**src/rtl/bus_pkg.sv**
```systemverilog
// Shared constants for the CPU bus sequencer: device module IDs, FSM encoding, error data.
package bus_pkg;
  localparam int MOD_W = 4;
  typedef logic [MOD_W-1:0] mod_t;

  localparam mod_t MOD_ROM      = 4'd0;
  localparam mod_t MOD_RAM      = 4'd1;
  localparam mod_t MOD_UART     = 4'd2;
  localparam mod_t MOD_SWITCHES = 4'd3;
  localparam mod_t MOD_LEDS     = 4'd4;
  localparam mod_t MOD_VGA      = 4'd5;
  localparam mod_t MOD_PLPID    = 4'd8;
  localparam mod_t MOD_TIMER    = 4'd9;
  localparam mod_t MOD_SSEG     = 4'd10;

  typedef enum logic [1:0] {
    ST_IDLE = 2'd0,
    ST_REQ  = 2'd1,
    ST_WAIT = 2'd2,
    ST_DONE = 2'd3
  } state_t;

  localparam logic [31:0] ERR_DATA = 32'h0000_0000;
endpackage

```
**src/rtl/bus_seq_mm.sv**
```systemverilog
// Address decoder: CPU address -> device module ID and module-relative address.
// RAM keeps the low 24 bits, I/O windows the low 20; ROM and anything unmapped map to ID 0.
module mm
  import bus_pkg::*;
(
  input  logic [31:0] addr,
  output mod_t        mod,
  output logic [31:0] eff_addr
);

  always_comb begin
    mod      = MOD_ROM;
    eff_addr = addr;
    if (addr[31:24] == 8'h10) begin
      mod      = MOD_RAM;
      eff_addr = {8'h00, addr[23:0]};
    end else if (addr[31:28] == 4'hF) begin
      case (addr[27:20])
        8'h00:   mod = MOD_UART;
        8'h01:   mod = MOD_SWITCHES;
        8'h02:   mod = MOD_LEDS;
        8'h04:   mod = MOD_VGA;
        8'h05:   mod = MOD_PLPID;
        8'h06:   mod = MOD_TIMER;
        8'h0A:   mod = MOD_SSEG;
        default: mod = MOD_ROM;
      endcase
      if (mod != MOD_ROM) eff_addr = {12'h000, addr[19:0]};
    end
  end

endmodule

```
**src/rtl/bus_seq.sv**
```systemverilog
// CPU-to-device bus sequencer: IDLE -> REQ -> WAIT -> DONE, one-hot select, single-cycle strobes.
// Optional WAIT timeout with bus_err pulse when BUS_TIMEOUT_EN is defined.
module bus_seq
  import bus_pkg::*;
#(
  parameter int TIMEOUT_CYCLES = 255,
  parameter int NDEV           = 16
) (
  input  logic                 clk,
  input  logic                 rst,
  input  logic [31:0]          cpu_addr,
  input  logic [31:0]          cpu_wdata,
  input  logic                 cpu_rd,
  input  logic                 cpu_wr,
  output logic [31:0]          cpu_rdata,
  output logic                 cpu_stall,
  output logic [NDEV-1:0]      dev_sel,
  output logic                 dev_rd,
  output logic                 dev_wr,
  output logic [31:0]          dev_addr,
  output logic [31:0]          dev_wdata,
  input  logic [NDEV*32-1:0]   dev_rdata,
  input  logic [NDEV-1:0]      dev_ready,
  output logic                 bus_err
);

  if (TIMEOUT_CYCLES < 1) begin : g_bad_timeout
    $error("TIMEOUT_CYCLES must be at least 1");
  end
  if (NDEV <= int'(MOD_SSEG)) begin : g_bad_ndev
    $error("NDEV must cover every mapped module ID");
  end

  mod_t        w_mod;
  logic [31:0] w_eff;

  mm u_mm (
    .addr     (cpu_addr),
    .mod      (w_mod),
    .eff_addr (w_eff)
  );

  state_t          r_state;
  mod_t            r_id;
  logic            r_is_wr;
  logic [NDEV-1:0] r_sel;
  logic            r_rd;
  logic            r_wr;
  logic [31:0]     r_addr;
  logic [31:0]     r_wdata;
  logic [31:0]     r_rdata;

  logic [NDEV-1:0] w_id_oh;
  logic [NDEV-1:0] w_req_oh;
  logic [31:0]     w_rdata;
  logic            w_ready;
  logic            w_req;
  logic            w_null_wr;

  always_comb begin
    w_id_oh  = '0;
    w_req_oh = '0;
    w_rdata  = '0;
    for (int i = 0; i < NDEV; i++) begin
      w_id_oh[i]  = (int'(r_id) == i);
      w_req_oh[i] = (int'(w_mod) == i);
      w_rdata     = w_rdata | (dev_rdata[32*i +: 32] & {32{w_id_oh[i]}});
    end
  end

  // Only the latched slot's ready counts; other devices may be asserting theirs.
  assign w_ready   = |(dev_ready & w_id_oh);
  assign w_req     = cpu_rd | cpu_wr;
  assign w_null_wr = cpu_wr & (w_mod == MOD_ROM);

`ifdef BUS_TIMEOUT_EN
  localparam int TMO_W = ($clog2(TIMEOUT_CYCLES + 1) > 8) ? $clog2(TIMEOUT_CYCLES + 1) : 8;
  logic [TMO_W-1:0] r_tmo;
  logic             r_err;
`endif

  always_ff @(posedge clk or posedge rst) begin
    if (rst) begin
      r_state <= ST_IDLE;
      r_id    <= MOD_ROM;
      r_is_wr <= 1'b0;
      r_sel   <= '0;
      r_rd    <= 1'b0;
      r_wr    <= 1'b0;
      r_addr  <= '0;
      r_wdata <= '0;
      r_rdata <= '0;
`ifdef BUS_TIMEOUT_EN
      r_tmo   <= '0;
      r_err   <= 1'b0;
`endif
    end else begin
      case (r_state)
        ST_IDLE: begin
          if (w_req) begin
            r_id    <= w_mod;
            r_is_wr <= cpu_wr;
            r_addr  <= w_eff;
            r_wdata <= cpu_wdata;
            r_sel   <= w_null_wr ? '0 : w_req_oh;
            r_rd    <= ~cpu_wr;
            r_wr    <= cpu_wr & ~w_null_wr;
            r_state <= ST_REQ;
          end
        end
        ST_REQ: begin
          r_rd <= 1'b0;
          r_wr <= 1'b0;
`ifdef BUS_TIMEOUT_EN
          r_tmo <= '0;
`endif
          // ROM is read-only: a store there completes without touching the bus.
          if (r_is_wr && (r_id == MOD_ROM)) begin
            r_sel   <= '0;
            r_state <= ST_DONE;
          end else begin
            r_state <= ST_WAIT;
          end
        end
        ST_WAIT: begin
          if (w_ready) begin
            if (!r_is_wr) r_rdata <= w_rdata;
            r_sel   <= '0;
            r_state <= ST_DONE;
          end
`ifdef BUS_TIMEOUT_EN
          else if (r_tmo == TMO_W'(TIMEOUT_CYCLES - 1)) begin
            r_rdata <= ERR_DATA;
            r_err   <= 1'b1;
            r_sel   <= '0;
            r_state <= ST_DONE;
          end else begin
            r_tmo <= r_tmo + 1'b1;
          end
`endif
        end
        ST_DONE: begin
`ifdef BUS_TIMEOUT_EN
          r_err <= 1'b0;
`endif
          r_state <= ST_IDLE;
        end
        default: r_state <= ST_IDLE;
      endcase
    end
  end

  assign cpu_stall = w_req & (r_state != ST_DONE) & ~rst;
  assign cpu_rdata = r_rdata;
  assign dev_sel   = r_sel;
  assign dev_rd    = r_rd;
  assign dev_wr    = r_wr;
  assign dev_addr  = r_addr;
  assign dev_wdata = r_wdata;
`ifdef BUS_TIMEOUT_EN
  assign bus_err   = r_err;
`else
  assign bus_err   = 1'b0;
`endif

endmodule

```
**config.mk**
```make
export PLATFORM = sky130hd
export DESIGN_NAME = bus_seq
export DESIGN_NICKNAME = d
export VERILOG_FILES = /design/src/rtl/bus_pkg.sv /design/src/rtl/bus_seq_mm.sv /design/src/rtl/bus_seq.sv
export SDC_FILE = /design/constraint.sdc
export NUM_CORES = 1
export LEC_CHECK = 0
export BUFFER_PORTS_ARGS = -buffer_cell sky130_fd_sc_hd__buf_2
export CORE_AREA = 5 5 278 280
export DETAILED_ROUTE_END_ITERATION = 6
export DIE_AREA = 0 0 283 285
export PLACE_DENSITY_LB_ADDON = 0.15
export SLEW_MARGIN = 10
export SYNTH_ARGS = -nofsm -noshare
export SYNTH_HDL_FRONTEND = slang
export SYNTH_SLANG_ARGS = --single-unit
```
**constraint.sdc**
```tcl
create_clock -name clk -period 5.8 [get_ports clk]
set_input_delay 0.58 -clock clk [delete_from_list [all_inputs] [get_ports clk]]
set_output_delay 0.58 -clock clk [all_outputs]
set_load 0.02 [all_outputs]
```
==> results by group <==
Routing
  – Drt wl/cell: 34.7 um
  – Final ANT Viol Nets: 0
  – Drt first-iter violations: between 800 and 900
  – Drt total wl: 90100 um
  – Initial DRT Pass Iterations: 5
  – Vias: 11700
  – DRC violations left: 0
  – Vias per Instance: 4.52

Status
  – Status: finished, final reports clean

Final layout
  – Layout cells sized above 1: between 50 and 60%
  – NumNets Final: 2185
  – Layout fillers: 8430
  – Most frequent cells in the layout: buf_2, dfrtp_1, a22oi_1, mux2_2, nand2_1
  – Area of the multi-input gates: 5180 um2
  – Sequential Area: slightly above 3000 um2
  – Area Overhead vs Synth: 65.1%
  – Most common cell after layout, fill and taps aside: buf_2

Timing
  – Unrepaired setup endpoints after global routing: false
  – Final Hold Viols: 0
  – Final number of setup-violating endpoints: 0
  – Worst slew pin tran: 1.02 ns
  – Post-route minimum period: about 3.8 ns
  – Rel. slew slack: 32.3%
  – Final setup skew: around 0.015 ns
  – Final Max Slew Viols: 0
  – Post-route setup TNS: 0 ns
  – Final Cycle Share: 65.3%
  – Highest clock rate: 264 MHz

Flow run
  – # Max-Cap Violations: 0

Power
  – Total leakage power: 6.50 nW
  – Max rail drop VDD: between 0.2 and 0.25 mV
  – Final total power: 0.00466 W
  – PD cells: 332 nW/um2

CTS
  – Hold-fix buffers at CTS: 0
  – Clock Latency Late Sink: approximately 0.48 ns
  – Root buffer cell: clkbuf_16
  – Htree depth: 4
  – Reg clk slew, reported paths: 0.07 ns
  – CTS max path bufs: 2
  – Post-CTS Setup Inserts: 0
  – TritonCTS Buffers: 17
  – CTS resizes: 0
  – Clock sink count: around 120
  – TritonCTS clock tree: built

Setup path
  – Crit. End Element: flip-flop
  – Critical path launch point type: flip-flop
  – Crit path kind: flip-flop to flip-flop
  – CP max FO: 62
  – Crit path DAT: 4.13 ns
  – Worst EP required: 6.15 ns

Logic synthesis
  – Mapped Area: 8500 um2
  – Post-synth EDFFs: 0
  – Area share of fa/ha/maj cells after synthesis: less than 1%
  – Yosys cell types: 65
  – Post-synthesis simple-gate area fraction: 14.5%
  – Average size of a mapped cell: approximately 9.4 um2
  – Synth Net Count: between 1500 and 2000
  – Gate count after technology mapping: between 900 and 1000
  – Compound-Gate Fraction of Synth Area: 31.0%
  – Mux contribution to synthesized area: a little over an eighth
  – Register area share after synthesis: 35.6%
  – Largest family of logic cells by synthesized area: compound AO/OA/AOI/OAI gates
  – Top FF cell, synth: dfrtp_1
  – Post-Synth XOR/XNOR Area: 0.206%
  – FFs w/ async S/R, synth: 100%
  – Yosys reg bits: 121
  – Ys Warns: 0

GRT
  – Largest net degree at the start of global routing: 94
  – Vias in the first global route: 12400
  – Overflow after GRT: 0
  – First-pass GRT wire length: around 120000 um
  – Total GRT Usage: 21.4%
  – Initial antenna violation count: 111

Floorplanning
  – Chip width: 283 um
  – I/O pin count: 712
  – Area of the core: 74200 um2
  – Die Y: 285 um
  – Starting density of the core: 11.5%
  – Rows: 100
  – Die area: 80700 um2

Placed design
  – GPL Wtd Cong: 0.895
  – HPWL Detailed: 75200 um
  – Port Buf Inserts: 710

Worst hold path
  – Hold Crit Class: input pin to async pin
## report_power, final
group | leakage (nW) | switching (W) | internal, W
clock | 0.313 | 0.000512 | 0.000777
combinational | 4.69 | 0.00120 | 0.000784
sequential | 1.49 | 0.000199 | 0.00119
## metal layers
metal / track usage (%) / wire length, um / up-vias
met2: 37.1 / 44000 / 719
met4: 5.49 / 2290 / 66
met3: 10.7 / 10200 / 168
met5: 0 / 407 / -
met1: 23.3 / 33300 / 5764
li1: - / - / 5018
## per-stage QoR
| step | utilization (%) | instances | hold WS, ns | instance area, um2 | setup WS, ns |
|---|---|---|---|---|---|
| after global placement | 17.9 | 2535 | 0.466 | 13300 | 2.08 |
| after CTS | 18.8 | 2566 | 0.281 | 14000 | 2.01 |
| after global routing | 18.9 | 2581 | 0.295 | 14000 | 1.85 |
| final | 18.9 | 2599 | 0.335 | 14000 | 2.02 |
| after floorplan | - | 905 | 0.502 | 8500 | 2.01 |
| after detailed placement | 17.9 | 2535 | 0.470 | 13300 | 2.04 |
## logic make-up (layout without fill, tap and decap cells)
group           count (synthesis)  count (layout)
compound gates                347             347
xor+xnor                        2               2
simple gates                  235             235
other cells                     1              34
fa+ha+maj                       4               4
mux                            99              99
flops                         121             121
buf+inv                        96             788
## worst max-delay path, stage by stage (launching register included)
cell	delay (ns)
dfrtp_4	1.04
nor3b_1	0.21
a32oi_1	0.33
o2111ai_2	0.20
nor4_1	0.85
a2111o_1	0.63
mux2_1	0.38
## path summary, 6_finish.rpt
path                                       to  slack (ns)  depth (start not counted)          start
worst max-delay path               dev_sel[9]        2.02                          6        r_id[2]
worst min-delay path              dev_sel[13]        0.34                          2            rst
worst max register to register     dev_sel[9]        2.02                          6        r_id[2]
worst min register to register   dev_addr[28]        0.49                          2   dev_addr[28]
max in group asynchronous       cpu_rdata[30]        4.29                          3            rst
min in group clk                dev_wdata[16]        0.34                          2  cpu_wdata[16]
## state kept, by name, summed over array words and instances (netlist names)
register   cells
dev_addr      32
dev_sel       16
dev_wdata     32
cpu_rdata     32
r_id           4
r_state        2
dev_wr         1
r_is_wr        1
dev_rd         1
## synth_stat cells (14+ instances only)
master	instances	area share (%)
o21ai_0	41	2.4
a22oi_1	104	9.2
a221oi_1	26	2.7
buf_2	27	1.6
nand3_1	23	1.4
clkbuf_1	47	2.1
a21oi_1	26	1.5
nand2_1	59	2.6
a22o_1	56	5.8
nor2_1	53	2.3
nor3_1	17	1.0
mux2_2	72	9.5
mux2i_1	17	2.0
a32oi_1	14	1.4
dfrtp_1	121	36
a222oi_1	24	2.8
## layout make-up
class / instances / share of cell area [%]
multi-input cells: 688 / 36.9
repair buffers: 745 / 27.2
flip-flops and latches: 121 / 21.7
well taps: 969 / 8.64
clock buffers: 18 / 3.13
clock inverters: 13 / 1.55
diodes: 33 / 0.588
inverters: 12 / 0.357
No activity file was read; power rests on OpenSTA's default activity.
